--- src/rtl/pico_stream_router.sv ---
// pico_stream_router: registered router between the pico parallel bus, the
// camera port, the SIMD core and the LCD driver. Pico writes or camera pixels
// feed a valid/ready LCD output register. SIMD results, or a loopback copy of
// accepted LCD beats, fill a readback FIFO that the pico drains with bus reads.
module pico_stream_router #(
  parameter int              DW          = 8,
  parameter int              FIFO_DEPTH  = 16,
  parameter int              SYNC_STAGES = 2,
  parameter logic [DW-1:0]   EMPTY_FILL  = {DW{1'b1}}
) (
  input  logic          clk,
  input  logic          rst,
  input  logic          pico_cs_n,
  input  logic          pico_wr_n,
  input  logic          pico_rd_n,
  input  logic [DW-1:0] pico_data_in,
  output logic [DW-1:0] pico_data_out,
  output logic          pico_data_oe,
  input  logic          sel_poc,
  input  logic          sel_sod,
  input  logic [DW-1:0] cam_data,
  input  logic          cam_valid,
  input  logic [DW-1:0] simd_data,
  input  logic          simd_valid,
  output logic [DW-1:0] lcd_data,
  output logic          lcd_valid,
  input  logic          lcd_ready,
  output logic          fifo_empty,
  output logic          fifo_full,
  output logic          ovf_flag,
  input  logic          clr_flags
);

  localparam int          AW      = $clog2(FIFO_DEPTH);
  localparam logic [AW:0] PTR_ONE = (AW + 1)'(1);

  // Synchroniser chains and bus event detection
  logic [SYNC_STAGES-1:0] r_cs_sync;
  logic [SYNC_STAGES-1:0] r_wr_sync;
  logic [SYNC_STAGES-1:0] r_rd_sync;
  logic [DW-1:0]          r_data_sync [SYNC_STAGES];
  logic                   r_wr_prev;
  logic                   r_rd_prev;
  logic                   r_wr_evt;
  logic                   r_rd_evt;
  logic [DW-1:0]          r_wr_data;

  logic                   w_cs_s;
  logic                   w_wr_s;
  logic                   w_rd_s;
  logic [DW-1:0]          w_data_s;
  logic                   w_wr_fall;
  logic                   w_rd_fall;

  // LCD output register and sticky overflow flag
  logic [DW-1:0]          r_lcd_data;
  logic                   r_lcd_valid;
  logic                   r_ovf;

  logic                   w_src_beat;
  logic [DW-1:0]          w_src_data;
  logic                   w_lcd_take;
  logic                   w_lcd_drop;

  // Readback FIFO
  logic [DW-1:0]          r_mem [FIFO_DEPTH];
  logic [AW:0]            r_wr_ptr;
  logic [AW:0]            r_rd_ptr;
  logic                   r_empty;
  logic                   r_full;
  logic [DW-1:0]          r_pico_out;

  logic                   w_push_req;
  logic [DW-1:0]          w_push_data;
  logic                   w_pop;
  logic                   w_push;
  logic                   w_fifo_drop;
  logic [AW:0]            w_wr_ptr_nxt;
  logic [AW:0]            w_rd_ptr_nxt;

  assign w_cs_s   = r_cs_sync[SYNC_STAGES-1];
  assign w_wr_s   = r_wr_sync[SYNC_STAGES-1];
  assign w_rd_s   = r_rd_sync[SYNC_STAGES-1];
  assign w_data_s = r_data_sync[SYNC_STAGES-1];

  // A strobe event is a high-to-low step of the synced strobe while chip select is low.
  assign w_wr_fall = r_wr_prev & ~w_wr_s & ~w_cs_s;
  assign w_rd_fall = r_rd_prev & ~w_rd_s & ~w_cs_s;

  // Bring the asynchronous bus into clk and turn strobe edges into 1-cycle pulses.
  always_ff @(posedge clk) begin
    if (rst) begin
      // NOTE: every register holding state is written with <= so all flops
      // update from the same pre-edge values; = here would chain the stages.
      r_cs_sync <= '1;
      r_wr_sync <= '1;
      r_rd_sync <= '1;
      for (int i = 0; i < SYNC_STAGES; i++) r_data_sync[i] <= '0;
      r_wr_prev <= 1'b1;
      r_rd_prev <= 1'b1;
      r_wr_evt  <= 1'b0;
      r_rd_evt  <= 1'b0;
      r_wr_data <= '0;
    end else begin
      r_cs_sync[0]   <= pico_cs_n;
      r_wr_sync[0]   <= pico_wr_n;
      r_rd_sync[0]   <= pico_rd_n;
      r_data_sync[0] <= pico_data_in;
      for (int i = 1; i < SYNC_STAGES; i++) begin
        r_cs_sync[i]   <= r_cs_sync[i-1];
        r_wr_sync[i]   <= r_wr_sync[i-1];
        r_rd_sync[i]   <= r_rd_sync[i-1];
        r_data_sync[i] <= r_data_sync[i-1];
      end
      r_wr_prev <= w_wr_s;
      r_rd_prev <= w_rd_s;
      r_wr_evt  <= w_wr_fall;
      r_rd_evt  <= w_rd_fall;
      if (w_wr_fall) r_wr_data <= w_data_s;
    end
  end

  // Source selection for the LCD; a beat is taken when the register is free or draining.
  assign w_src_beat = sel_poc ? cam_valid : r_wr_evt;
  assign w_src_data = sel_poc ? cam_data  : r_wr_data;
  assign w_lcd_take = w_src_beat & (~r_lcd_valid | lcd_ready);
  assign w_lcd_drop = w_src_beat & r_lcd_valid & ~lcd_ready;

  // FIFO push/pop decisions; a full FIFO still accepts when the same cycle pops.
  assign w_push_req   = sel_sod ? simd_valid : w_lcd_take;
  assign w_push_data  = sel_sod ? simd_data  : w_src_data;
  assign w_pop        = r_rd_evt & ~r_empty;
  assign w_push       = w_push_req & (~r_full | w_pop);
  assign w_fifo_drop  = w_push_req & r_full & ~w_pop;
  assign w_wr_ptr_nxt = w_push ? (r_wr_ptr + PTR_ONE) : r_wr_ptr;
  assign w_rd_ptr_nxt = w_pop  ? (r_rd_ptr + PTR_ONE) : r_rd_ptr;

  // LCD valid/ready register plus the sticky drop flag (set wins over clear).
  always_ff @(posedge clk) begin
    if (rst) begin
      r_lcd_data  <= '0;
      r_lcd_valid <= 1'b0;
      r_ovf       <= 1'b0;
    end else begin
      if (w_lcd_take) begin
        r_lcd_data  <= w_src_data;
        r_lcd_valid <= 1'b1;
      end else if (r_lcd_valid && lcd_ready) begin
        r_lcd_valid <= 1'b0;
      end
      if (w_lcd_drop || w_fifo_drop) r_ovf <= 1'b1;
      else if (clr_flags)            r_ovf <= 1'b0;
    end
  end

  // FIFO storage: written only on an accepted push.
  always_ff @(posedge clk) begin
    // NOTE: the storage array has no reset; the pointers alone define which
    // entries are live, so stale contents are never observable.
    if (w_push) r_mem[r_wr_ptr[AW-1:0]] <= w_push_data;
  end

  // FIFO pointers with empty/full registered from the next-state pointers.
  always_ff @(posedge clk) begin
    if (rst) begin
      r_wr_ptr <= '0;
      r_rd_ptr <= '0;
      r_empty  <= 1'b1;
      r_full   <= 1'b0;
    end else begin
      r_wr_ptr <= w_wr_ptr_nxt;
      r_rd_ptr <= w_rd_ptr_nxt;
      r_empty  <= (w_wr_ptr_nxt == w_rd_ptr_nxt);
      r_full   <= (w_wr_ptr_nxt[AW] != w_rd_ptr_nxt[AW]) &&
                  (w_wr_ptr_nxt[AW-1:0] == w_rd_ptr_nxt[AW-1:0]);
    end
  end

  // Bus read data: head of the FIFO, or the fill pattern when nothing is queued.
  always_ff @(posedge clk) begin
    if (rst) begin
      r_pico_out <= '0;
    end else if (r_rd_evt) begin
      r_pico_out <= r_empty ? EMPTY_FILL : r_mem[r_rd_ptr[AW-1:0]];
    end
  end

  assign pico_data_out = r_pico_out;
  assign pico_data_oe  = ~w_cs_s & ~w_rd_s;
  assign lcd_data      = r_lcd_data;
  assign lcd_valid     = r_lcd_valid;
  assign fifo_empty    = r_empty;
  assign fifo_full     = r_full;
  assign ovf_flag      = r_ovf;

endmodule

--- config.mk ---
export PLATFORM = sky130hd
export DESIGN_NAME = pico_stream_router
export DESIGN_NICKNAME = d
export VERILOG_FILES = /design/src/rtl/pico_stream_router.sv
export SDC_FILE = /design/constraint.sdc
export NUM_CORES = 1
export LEC_CHECK = 0
export BUFFER_PORTS_ARGS = -buffer_cell sky130_fd_sc_hd__buf_2
export CAP_MARGIN = 25
export CORE_ASPECT_RATIO = 0.75
export CORE_MARGIN = 2
export CORE_UTILIZATION = 59
export DETAILED_ROUTE_END_ITERATION = 16
export GPL_TIMING_DRIVEN = 0
export PLACE_DENSITY = 0.86
export SETUP_SLACK_MARGIN = 0.2
export SLEW_MARGIN = 20
export SYNTH_ARGS = -nofsm -noshare
export SYNTH_HDL_FRONTEND = slang
export SYNTH_SLANG_ARGS = --single-unit
--- constraint.sdc ---
create_clock -name clk -period 2.9 [get_ports clk]
set_clock_uncertainty 0.1 [all_clocks]
set_input_delay 0.58 -clock clk [delete_from_list [all_inputs] [get_ports clk]]
set_output_delay 0.58 -clock clk [all_outputs]
set_load 0.1 [all_outputs]
==> summary.md, run 1 <==
| Metric | Value |
|---|---|
| Final Hold Fails | 0 |
| Synth Flop Type | edfxtp_1 |
| Min Tclk post-route | 2.603 ns |
| Mean Syn Cell Area | 16.93 um^2 |
| Synth Instances | 441 |
| GR Util All Layers | 24.31% |
| Root buf cell | clkbuf_16 |
| Peak VDD IR | 473.3 uV |
| F_max | 384.2 MHz |
| Vias post-DR | 4,089 |
| Clock Path Buffers | 2 |
| RSZ-0062 raised after global routing | true |
| Port Buffers | 53 |
| Post-route cell area | 8518 um^2 |
| Reg2Reg Setup Slack | 0.30 ns |
| Startpoint types | register |
| Final WS setup | 0.2972 ns |
| Status | finished clean |
| Post-Synthesis Cell Area | 7467 um^2 |
| Worst slew pin tran | 0.7010 ns |
| RePlAce Congestion | 0.8689 |
| Seq/Total Area, Yosys | 68.63% |
| Worst min path class | primary input to register |
| Critical path class | register to register |
| Clk pin slew, worst setup/hold paths | 0.07 ns |
| Die Span X | 133.9 um |
| Simple-gate share of the synthesized area | 8.412% |
| Drt total wl | 15,210 um |
| Synth async-reset ratio | 0% |
| Mux contribution to synthesized area | 15.82% |
| Commonest non-fill, non-tap cells in the layout | 128 x edfxtp_1, 64 x dfxtp_1, 58 x buf_2 |
| CP Max Fanout | 10 |
| Placement Rows | 35 |
| DRT iter0 DRCs | 362 |
| Cts bufs inserted | 17 |
| Arrival time of the worst setup path | 2.82 ns |
| Netlist cell types | 40 |
| Syn nets | 481 |
| Slew headroom | 53.26% |
| Core Area | 12,310 um^2 |
| Worst skew pair latency | 0.43 ns |
| CTS Sinks | 192 |
| Clock tree from TritonCTS | built |
| CTS HTree Levels | 4 |
| Final period util | 89.75% |
| Hold buffers post-CTS | 0 |
| Critical Path RT | 3.12 ns |
| Initial antenna violation count | 1 |
| Die Span Y | 101.4 um |
| Total congestion overflow | 0 |
| Layout fillers | 761 |
| Max Transition Viols Final | 0 |
| Setup TNS | 0 ns |
| Synth warn | 0 |
| WHS Path Cells | 2 |
| Post-cts gate resize count | 0 |
| Ant diodes | 0 |
| Vias in the first global route | 4,143 |
| Global-route wire length before repair | 23,400 um |
| Synth Area in Compound Gates | 2.229% |
| Number of flops mapped to enable cells by yosys | 128 |
| DR pass1 iterations | 5 |
| Post-CTS Setup Inserts | 0 |
| Starting Density | 60.68% |
| Max-Cap Viols | 0 |
| Crit. End Element | register |
| PwrDens | 653.7 nW/um^2 |
| Commonest non-fill, non-tap cell in the layout | edfxtp_1 |
| DRT antenna net count | 0 |
| Flops & latches, synth | 192 |
| Die Footprint | 13,580 um^2 |
| WL/cell | 21.99 um |
| Synth Area in Adders | 0.8378% |
| Layout Area Growth over Synthesis | 14.08% |
| Final Setup Violations | 0 |
| Reg2reg start | r_rd_ptr[0] |
| Vias per std cell | 5.909 |
| Pre-CTS setup slack | -0.02416 ns |
| DRC viols | 0 |
| Hold_sp | pico_wr_n |
| Worst hold path endpoint | r_wr_sync[0] |
| Placed inst area | 7940 um^2 |
| Final net count | 553 |
| Layout cells sized above 1 | 33.27% |
| R2R Path End | pico_data_out[0] |
| Largest family of logic cells by synthesized area | multiplexers |
| Leakage power total | 0.002991 uW |
| # IOs | 56 |
| Pin count of the biggest net entering global routing | 19 |
| Synth Area in XOR/XNOR | 2.145% |
| Post-detail-place hpwl | 10,300 um |
| Reg2Reg Depth | 5 |
[kinds of logic after synthesis]
| group | count (synthesis) |
|---|---|
| AOI/OAI and AO/OA | 17 |
| xor gates and xnor gates | 15 |
| adders and majority gates | 5 |
| buffers and inverters | 33 |
| DFF | 192 |
| muxes | 66 |
| and+or+nand+nor | 113 |
[per-stage QoR]
| stage | hold WS, ns | total power [uW] | cells | utilization (%) |
|---|---|---|---|---|
| final | 0.2407 | 5568 | 692 | 69.22 |
| after global routing | 0.2406 | 5712 | 692 | 69.22 |
| after CTS | 0.2254 | 5588 | 692 | 69.15 |
| after detailed placement | 0.2991 | 3397 | 660 | 64.52 |
| after global placement | 0.2936 | 3379 | 660 | 64.52 |
| after floorplan | 0.2895 | 3293 | 441 | - |
[how the worst max path moves through the flow]
stage | from | endpoint | slack [ns] | cells after the start
after floorplan | fifo_empty | fifo_empty | 0.32 | 8
after global placement | sel_sod | r_mem[10][4] | 0.09 | 6
after detailed placement | sel_sod | r_mem[8][4] | -0.02 | 6
after CTS | r_rd_ptr[1] | pico_data_out[0] | 0.21 | 5
after global routing | r_rd_ptr[0] | pico_data_out[0] | 0.19 | 5
final | r_rd_ptr[0] | pico_data_out[0] | 0.30 | 5
[final cells by class]
cell class / count / area, um^2 / area share [%]
Multi-Input combinational cell: 216 / 2198 / 25.81
Buffer: 29 / 137.6 / 1.616
Inverter: 4 / 15.01 / 0.1763
Clock buffer: 17 / 425.4 / 4.994
Timing Repair Buffer: 53 / 265.3 / 3.114
Tap cell: 166 / 207.7 / 2.438
Sequential cell: 192 / 5125 / 60.16
Clock inverter: 15 / 143.9 / 1.689
[flip-flops by register name, indices dropped and copies added (netlist names)]
| name | cells |
|---|---|
| r_data_sync | 16 |
| fifo_full | 1 |
| r_wr_evt | 1 |
| r_rd_sync | 2 |
| lcd_data | 8 |
| r_wr_sync | 2 |
| r_mem | 128 |
| r_cs_sync | 2 |
| r_wr_data | 8 |
| r_wr_prev | 1 |
| lcd_valid | 1 |
| r_rd_ptr | 5 |
| r_rd_prev | 1 |
| fifo_empty | 1 |
| r_wr_ptr | 5 |
| pico_data_out | 8 |
| ovf_flag | 1 |
| r_rd_evt | 1 |
[report_power, final]
part	total, uW	internal [uW]	switching, uW
logic	341	101	239
clock network	2230	1170	1060
registers	3000	2980	20.2
[Yosys cell counts (2+ instances only)]
library cell / n / area [um^2]
mux4_2: 40 / 900.9
xnor2_1: 8 / 70.07
nand4_1: 2 / 12.51
and4_1: 4 / 35.03
nor2b_1: 19 / 118.9
clkbuf_1: 19 / 71.32
nand2b_1: 2 / 12.51
dfxtp_1: 64 / 1281
nand2_1: 7 / 26.28
ha_1: 5 / 62.56
and2_1: 11 / 68.82
xor2_1: 5 / 43.79
or2_2: 8 / 50.05
inv_1: 4 / 15.01
a21oi_1: 3 / 15.01
o221a_2: 8 / 90.09
and3_1: 5 / 31.28
nor2_1: 28 / 105.1
buf_2: 7 / 35.03
nand3_1: 5 / 25.02
mux2_2: 16 / 180.2
mux2i_1: 10 / 100.1
o31ai_2: 2 / 25.02
nor3_1: 16 / 80.08
edfxtp_1: 128 / 3844
[routing by layer]
layer / routed length, um / global-route usage [%] / share of wire, % / up-vias
met5: 0 / 0 / 0 / -
met4: 154 / 7.038 / 1.0 / 0
met3: 1194 / 6.957 / 7.8 / 15
met2: 7407 / 39.05 / 49 / 177
met1: 6457 / 33.16 / 42 / 2070
li1: - / - / - / 1827
[critical path, stage by stage, from the launching register on]
cell and delay [ns]:
dfxtp_1 0.35, buf_2 0.29, buf_2 0.39, mux4_2 0.60
mux4_2 0.52, o221a_2 0.24
No activity file was read; power rests on OpenSTA's default activity.
==> inputs of run 2 (changes only) <==
--- a/config.mk
+++ b/config.mk
@@ -5,14 +5,15 @@
 export SDC_FILE = /design/constraint.sdc
 export NUM_CORES = 1
 export LEC_CHECK = 0
-export BUFFER_PORTS_ARGS = -buffer_cell sky130_fd_sc_hd__buf_2
+export ABC_AREA = 1
 export CAP_MARGIN = 25
 export CORE_ASPECT_RATIO = 0.75
 export CORE_MARGIN = 2
-export CORE_UTILIZATION = 59
+export CORE_UTILIZATION = 63
 export DETAILED_ROUTE_END_ITERATION = 16
+export DONT_BUFFER_PORTS = 1
 export GPL_TIMING_DRIVEN = 0
-export PLACE_DENSITY = 0.86
+export PLACE_DENSITY = 0.87
 export SETUP_SLACK_MARGIN = 0.2
 export SLEW_MARGIN = 20
 export SYNTH_ARGS = -nofsm -noshare
==> summary.md, run 2 <==
| Metric | Value |
|---|---|
| Most used cell, CP | nand2_1 |
| PwrDens | 653.8 nW/um^2 (was 653.7 nW/um^2) |
| Worst skew pair latency | 0.44 ns (was 0.43 ns) |
| Worst slew pin tran | 1.037 ns (was 0.7010 ns) |
| Clock tree from TritonCTS | built (unchanged) |
| Startpoint types | register (unchanged) |
| Flops & latches, synth | 192 (unchanged) |
| Critical path class | register to register (unchanged) |
| Setup TNS | 0 ns (unchanged) |
| Vias post-DR | 5,647 (was 4,089) |
| Yosys top cell area share | 49.33% (was 51.47%) |
| Layout cells sized above 1 | 15.45% (was 33.27%) |
| RSZ-0062 raised after global routing | false (was true) |
| CP Max Fanout | 8 (was 10) |
| RePlAce Congestion | 0.8917 (was 0.8689) |
| Leakage power total | 0.003333 uW (was 0.002991 uW) |
| Post-Synthesis Cell Area | 7792 um^2 (was 7467 um^2) |
| Worst min path class | primary input to register (unchanged) |
| Clk pin slew, worst setup/hold paths | 0.07 ns (about the same) |
| Total congestion overflow | 0 (unchanged) |
| Die Span X | 132.4 um (was 133.9 um) |
| Max Transition Viols Final | 0 (unchanged) |
| Layout Area Growth over Synthesis | 12.80% (was 14.08%) |
| Final Setup Violations | 0 (unchanged) |
| Final Core Density | 72.20% (was 69.22%) |
| GR Util All Layers | 30.12% (was 24.31%) |
| Slowest-stage cell, CP | nor2_1 (was mux4_2) |
| # IOs | 56 (unchanged) |
| Die Span Y | 100.3 um (was 101.4 um) |
| Synth Flop Type | edfxtp_1 (unchanged) |
| Clock Path Buffers | 2 (unchanged) |
| Max-Cap Viols | 0 (unchanged) |
| Seq/Total Area, Yosys | 65.77% (was 68.63%) |
| Most common library cells after synthesis | 135 x nor2_1, 128 x edfxtp_1, 87 x nand2_1 (was 128 x edfxtp_1, 64 x dfxtp_1, 40 x mux4_2) |
| CTS HTree Levels | 4 (unchanged) |
| Post-CTS Setup Inserts | 0 (unchanged) |
| Pin count of the biggest net entering global routing | 17 (was 19) |
| CTS Sinks | 192 (unchanged) |
| Overall power | 5746 uW (was 5568 uW) |
| Slew headroom | 30.80% (was 53.26%) |
| Min Tclk post-route | 2.506 ns (was 2.603 ns) |
| Core Area | 12,170 um^2 (was 12,310 um^2) |
| Initial antenna violation count | 2 (was 1) |
| Starting Density | 64.01% (was 60.68%) |
| F_max | 399.1 MHz (was 384.2 MHz) |
| Synth Instances | 724 (was 441) |
| Vias in the first global route | 5,521 (was 4,143) |
| Die Footprint | 13,280 um^2 (was 13,580 um^2) |
| Final Hold Fails | 0 (unchanged) |
| Layout fillers | 816 (was 761) |
| Synth async-reset ratio | 0% (unchanged) |
| Hold buffers post-CTS | 0 (unchanged) |
| Final net count | 791 (was 553) |
| Crit-path max cell delay | 0.63 ns (was 0.60 ns) |
| DR pass1 iterations | 7 (was 5) |
| Vias per std cell | 6.072 (was 5.909) |
| Netlist cell types | 39 (was 40) |
| Reg2Reg Setup Slack | 0.39 ns (was 0.30 ns) |
| Final period util | 86.40% (was 89.75%) |
| Post-detail-place hpwl | 12,590 um (was 10,300 um) |
| WL/cell | 20.81 um (was 21.99 um) |
| DRT antenna net count | 0 (unchanged) |
| Commonest non-fill, non-tap cells in the layout | 128 x edfxtp_1, 124 x nor2_1, 87 x nand2_1 (was 128 x edfxtp_1, 64 x dfxtp_1, 58 x buf_2) |
| Number of flops mapped to enable cells by yosys | 128 (unchanged) |
| Crit. End Element | register (unchanged) |
| Most numerous cell in the Yosys netlist | nor2_1 (was edfxtp_1) |
| Mean Syn Cell Area | 10.76 um^2 (was 16.93 um^2) |
| Crit-path cells | nand2_1 > nand3_2 > nand2_2 > nand3_4 > inv_1 > nand2_1 > nor2_1 (was buf_2 > buf_2 > mux4_2 > mux4_2 > o221a_2) |
| Synth warn | 0 (unchanged) |
| Drt total wl | 19,350 um (was 15,210 um) |
| Cell taking the most area after synthesis | edfxtp_1 (unchanged) |
| Max reg flops | 128 (unchanged) |
| Port Buffers | 0 (was 53) |
| Syn nets | 764 (was 481) |
| Global-route wire length before repair | 29,640 um (was 23,400 um) |
| Placement Rows | 35 (unchanged) |
| Post-cts gate resize count | 6 (was 0) |
| Peak VDD IR | 567.1 uV (was 473.3 uV) |
| DRT iter0 DRCs | 716 (was 362) |
| Root buf cell | clkbuf_16 (unchanged) |
| Commonest non-fill, non-tap cell in the layout | edfxtp_1 (unchanged) |
| Arrival time of the worst setup path | 2.47 ns (was 2.82 ns) |
| Ant diodes | 0 (unchanged) |
| DRC viols | 0 (unchanged) |
| Status | finished clean (unchanged) |
| Critical Path RT | 2.87 ns (was 3.12 ns) |
| Cells taking the most area after synthesis | edfxtp_1 49%, dfxtp_1 16%, nor2_1 6.5% (was edfxtp_1 51%, dfxtp_1 17%, mux4_2 12%) |
| Cts bufs inserted | 17 (unchanged) |
==> run 2: metrics by stage <==
step           worst slack, ns  instances  instance area, um^2  hold slack, ns
2_1_floorplan           0.6352        724                 7792          0.2883
3_3_place_gp           -0.2161        890                 8000          0.2909
3_5_place_dp            0.1425        896                 8088          0.2932
4_1_cts                 0.1300        928                 8720          0.1304
5_1_grt                 0.2603        930                 8790          0.1340
6_report                0.3945        930                 8790          0.1374
==> run 2: report_power, final <==
part           internal, uW  switching (uW)
combinational          75.3             196
clock                  1360            1020
sequential             2980             116
total                  4420            1330
==> run 2: path summary, 6_finish.rpt <==
check        depth (start not counted)               from           endpoint
max                                  7          lcd_valid        r_mem[5][5]
min                                  2    pico_data_in[2]  r_data_sync[0][2]
max reg2reg                          7          lcd_valid        r_mem[5][5]
min reg2reg                          2  r_data_sync[0][0]  r_data_sync[1][0]
==> run 2: final cells by class <==
class | instances | area [um^2] | area share [%]
multi-input cells | 447 | 2362 | 26.88
clock inverters | 8 | 60.06 | 0.6833
inverters | 50 | 192.7 | 2.192
clock buffers | 24 | 556.8 | 6.335
repair buffers | 8 | 103.9 | 1.181
well taps | 166 | 207.7 | 2.363
plain buffers | 35 | 178.9 | 2.036
flip-flops and latches | 192 | 5127 | 58.33
==> run 2: per-layer routing <==
layer	wire length (um)	vias up	share of wire, %	global-route usage, %
li1	-	2530	-	-
met1	7524	2667	39	39.39
met2	9263	392	48	48.07
met3	2047	56	11	9.040
met4	501	2	2.6	11.75
met5	13	-	0.067	0
==> run 2: kinds of logic after synthesis <==
kind of cell	share of synthesized area, %
muxes	1.028
xor gates and xnor gates	0.3372
buffers and inverters	4.769
and+or+nand+nor	17.84
AOI/OAI and AO/OA	9.457
adders and majority gates	0.8028
DFF	65.77
==> run 2: critical path, delay by kind of cell, from the launching register on <==
kind	cells	cell delay, ns
buffers and inverters	1	0.12
flip-flops	1	0.49
AND/OR/NAND/NOR	6	1.41
==> inputs of run 3 (changes only) <==
--- a/config.mk
+++ b/config.mk
@@ -9,11 +9,12 @@
 export CAP_MARGIN = 25
 export CORE_ASPECT_RATIO = 0.75
 export CORE_MARGIN = 2
-export CORE_UTILIZATION = 63
+export CORE_UTILIZATION = 65
 export DETAILED_ROUTE_END_ITERATION = 16
 export DONT_BUFFER_PORTS = 1
 export GPL_TIMING_DRIVEN = 0
-export PLACE_DENSITY = 0.87
+export MAX_ROUTING_LAYER = met4
+export PLACE_DENSITY = 0.89
 export SETUP_SLACK_MARGIN = 0.2
 export SLEW_MARGIN = 20
 export SYNTH_ARGS = -nofsm -noshare
==> constraint.sdc (replaced) <==
create_clock -name clk -period 2.92 [get_ports clk]
set_clock_uncertainty 0.1 [all_clocks]
set_input_delay 0.584 -clock clk [delete_from_list [all_inputs] [get_ports clk]]
set_output_delay 0.584 -clock clk [all_outputs]
set_load 0.1 [all_outputs]
==> summary.md, run 3 (synthesis results as in run 2) <==
| Metric | Value |
|---|---|
| Max Transition Viols Final | 0 (unchanged) |
| Pin count of the biggest net entering global routing | 18 (was 17) |
| Crit. End Element | register (unchanged) |
| Global-route wire length before repair | 29,990 um (was 29,640 um) |
| Root buf cell | clkbuf_16 (unchanged) |
| Vias in the first global route | 5,625 (was 5,521) |
| Sequential cell area | 5125 um^2 (was 5127 um^2) |
| Commonest non-fill, non-tap cells in the layout | 128 x edfxtp_1, 125 x nor2_1, 87 x nand2_1 (was 128 x edfxtp_1, 124 x nor2_1, 87 x nand2_1) |
| Die Span Y | 98.83 um (was 100.3 um) |
| Pre-CTS setup slack | 0.1464 ns (was 0.1425 ns) |
| DRT iter0 DRCs | 955 (was 716) |
| Die Footprint | 12,890 um^2 (was 13,280 um^2) |
| Commonest non-fill, non-tap cell in the layout | edfxtp_1 (unchanged) |
| Leakage power total | 0.003339 uW (was 0.003333 uW) |
| Cts bufs inserted | 17 (unchanged) |
| PwrDens | 650.0 nW/um^2 (was 653.8 nW/um^2) |
| DRC viols | 0 (unchanged) |
| Total congestion overflow | 0 (unchanged) |
| Post-detail-place hpwl | 12,730 um (was 12,590 um) |
| Reg2Reg Depth | 7 (unchanged) |
| Drt total wl | 19,610 um (was 19,350 um) |
| Startpoint types | register (unchanged) |
| F_max | 353.3 MHz (was 399.1 MHz) |
| Non-Filler Instances | 930 (unchanged) |
| Layout Area Growth over Synthesis | 12.51% (was 12.80%) |
| Max-Cap Viols | 0 (unchanged) |
| Hold_ws | 0.1444 ns (was 0.1374 ns) |
| Ant diodes | 0 (unchanged) |
| Hold buffers post-CTS | 0 (unchanged) |
| WHS Path Cells | 1 (was 2) |
| RePlAce Congestion | 0.9237 (was 0.8917) |
| Arrival time of the worst setup path | 2.79 ns (was 2.47 ns) |
| Initial antenna violation count | 0 (was 2) |
| Starting Density | 66.85% (was 64.01%) |
| Post-CTS Setup Inserts | 0 (unchanged) |
| Vias per std cell | 6.218 (was 6.072) |
| Critical path class | register to register (unchanged) |
| Max reg flops | 128 (unchanged) |
| Area occupied by multi-input gates | 2328 um^2 (was 2362 um^2) |
| Final Core Density | 75.21% (was 72.20%) |
| Placement Rows | 34 (was 35) |
| Layout cells sized above 1 | 15.10% (was 15.45%) |
| Post-route cell area | 8767 um^2 (was 8790 um^2) |
| DRT antenna net count | 0 (unchanged) |
| CP Max Fanout | 8 (unchanged) |
| Slew headroom | 33.91% (was 30.80%) |
| Placed cell count | 898 (was 896) |
| GR Util All Layers | 33.00% (was 30.12%) |
| # IOs | 56 (unchanged) |
| Final net count | 795 (was 791) |
| Worst slew pin tran | 0.9900 ns (was 1.037 ns) |
| Layout fillers | 699 (was 816) |
| Clock Path Buffers | 2 (unchanged) |
| Die Span X | 130.4 um (was 132.4 um) |
| Placed inst area | 8152 um^2 (was 8088 um^2) |
| Peak VDD IR | 497.0 uV (was 567.1 uV) |
| Final period util | 96.93% (was 86.40%) |
| DR pass1 iterations | 7 (unchanged) |
| Vias post-DR | 5,783 (was 5,647) |
| Status | finished clean (unchanged) |
| Critical Path RT | 2.88 ns (was 2.87 ns) |
| Min Tclk post-route | 2.830 ns (was 2.506 ns) |
| Core Area | 11,660 um^2 (was 12,170 um^2) |
| Clock tree from TritonCTS | built (unchanged) |
| WL/cell | 21.09 um (was 20.81 um) |
| Worst min path class | primary input to register (unchanged) |
| Port Buffers | 0 (unchanged) |
| Final Setup Violations | 0 (unchanged) |
| Final WS setup | 0.08958 ns (was 0.3945 ns) |
| Clk pin slew, worst setup/hold paths | 0.07 ns (about the same) |
| Final Hold Fails | 0 (unchanged) |
| Worst skew pair latency | 0.44 ns (about the same) |
| RSZ-0062 raised after global routing | true (was false) |
| CTS HTree Levels | 4 (unchanged) |
| CTS Sinks | 192 (unchanged) |
run 3: cell count changes in the layout (fill, tap and decap cells not counted), moves of 2 or more:
| cell | previous run | this run |
|---|---|---|
| nor2_4 | 5 | 1 |
| buf_4 | 8 | 11 |
| clkbuf_16 | 21 | 18 |
| clkinv_4 | 3 | 0 |
| inv_6 | 2 | 5 |
| nor2_2 | 10 | 13 |
| o21ai_1 | 4 | 7 |
| o21ai_2 | 6 | 3 |
| dfxtp_1 | 62 | 64 |
| dfxtp_2 | 2 | 0 |
run 3: layout make-up:
class | instances | area share [%]
buffer | 35 | 2.041
clock buffer | 20 | 5.452
clock inverter | 12 | 1.313
inverter | 50 | 2.198
multi-input combinational | 447 | 26.56
sequential | 192 | 58.46
tap | 162 | 2.312
timing repair buffer | 12 | 1.670
run 3: routing by layer:
| metal | routed length [um] | track usage [%] | vias to the layer above |
|---|---|---|---|
| met3 | 2390 | 10.42 | 64 |
| met4 | 637 | 12.27 | 0 |
| met5 | 0 | - | - |
| met2 | 9342 | 49.50 | 440 |
| li1 | - | - | 2539 |
| met1 | 7244 | 42.73 | 2740 |
run 3: worst max-delay path, cell delays in order, from the launching register on:
cell     delay (ns)
dfxtp_1        0.65
nand2_1        0.35
nand3_2        0.13
nand2_2        0.11
nand3_4        0.11
inv_1          0.12
nand2_1        0.18
nor2_1         0.69
run 3: worst paths after layout:
check                                       start                 to  slack (ns)
worst max-delay path                    lcd_valid        r_mem[6][5]        0.09
worst min-delay path                    pico_wr_n       r_wr_sync[0]        0.14
worst max register to register          lcd_valid        r_mem[6][5]        0.09
worst min register to register  r_data_sync[0][5]  r_data_sync[1][5]        0.31
run 3: repair_timing:
| item | 4_1_cts | 5_1_grt |
|---|---|---|
| endpoints found under the hold margin | 0 | 0 |
| pin swaps | 0 | 0 |
| gates resized for setup | 4 | 5 |
| setup endpoints to repair | 56 | 64 |
run 3: power by group:
group          switching (uW)  leakage, uW  internal (uW)  total [uW]
Clock                    1050     0.000296           1290        2340
Sequential                100      0.00169           2960        3060
Combinational             210      0.00135           87.7         298
run 3: stage by stage:
step / total power (uW) / setup TNS [ns]
floorplan: 3293 / 0
global placement: 3358 / -1.859
detailed placement: 3401 / 0
CTS: 5680 / 0
global route: 5819 / 0
finish: 5698 / 0
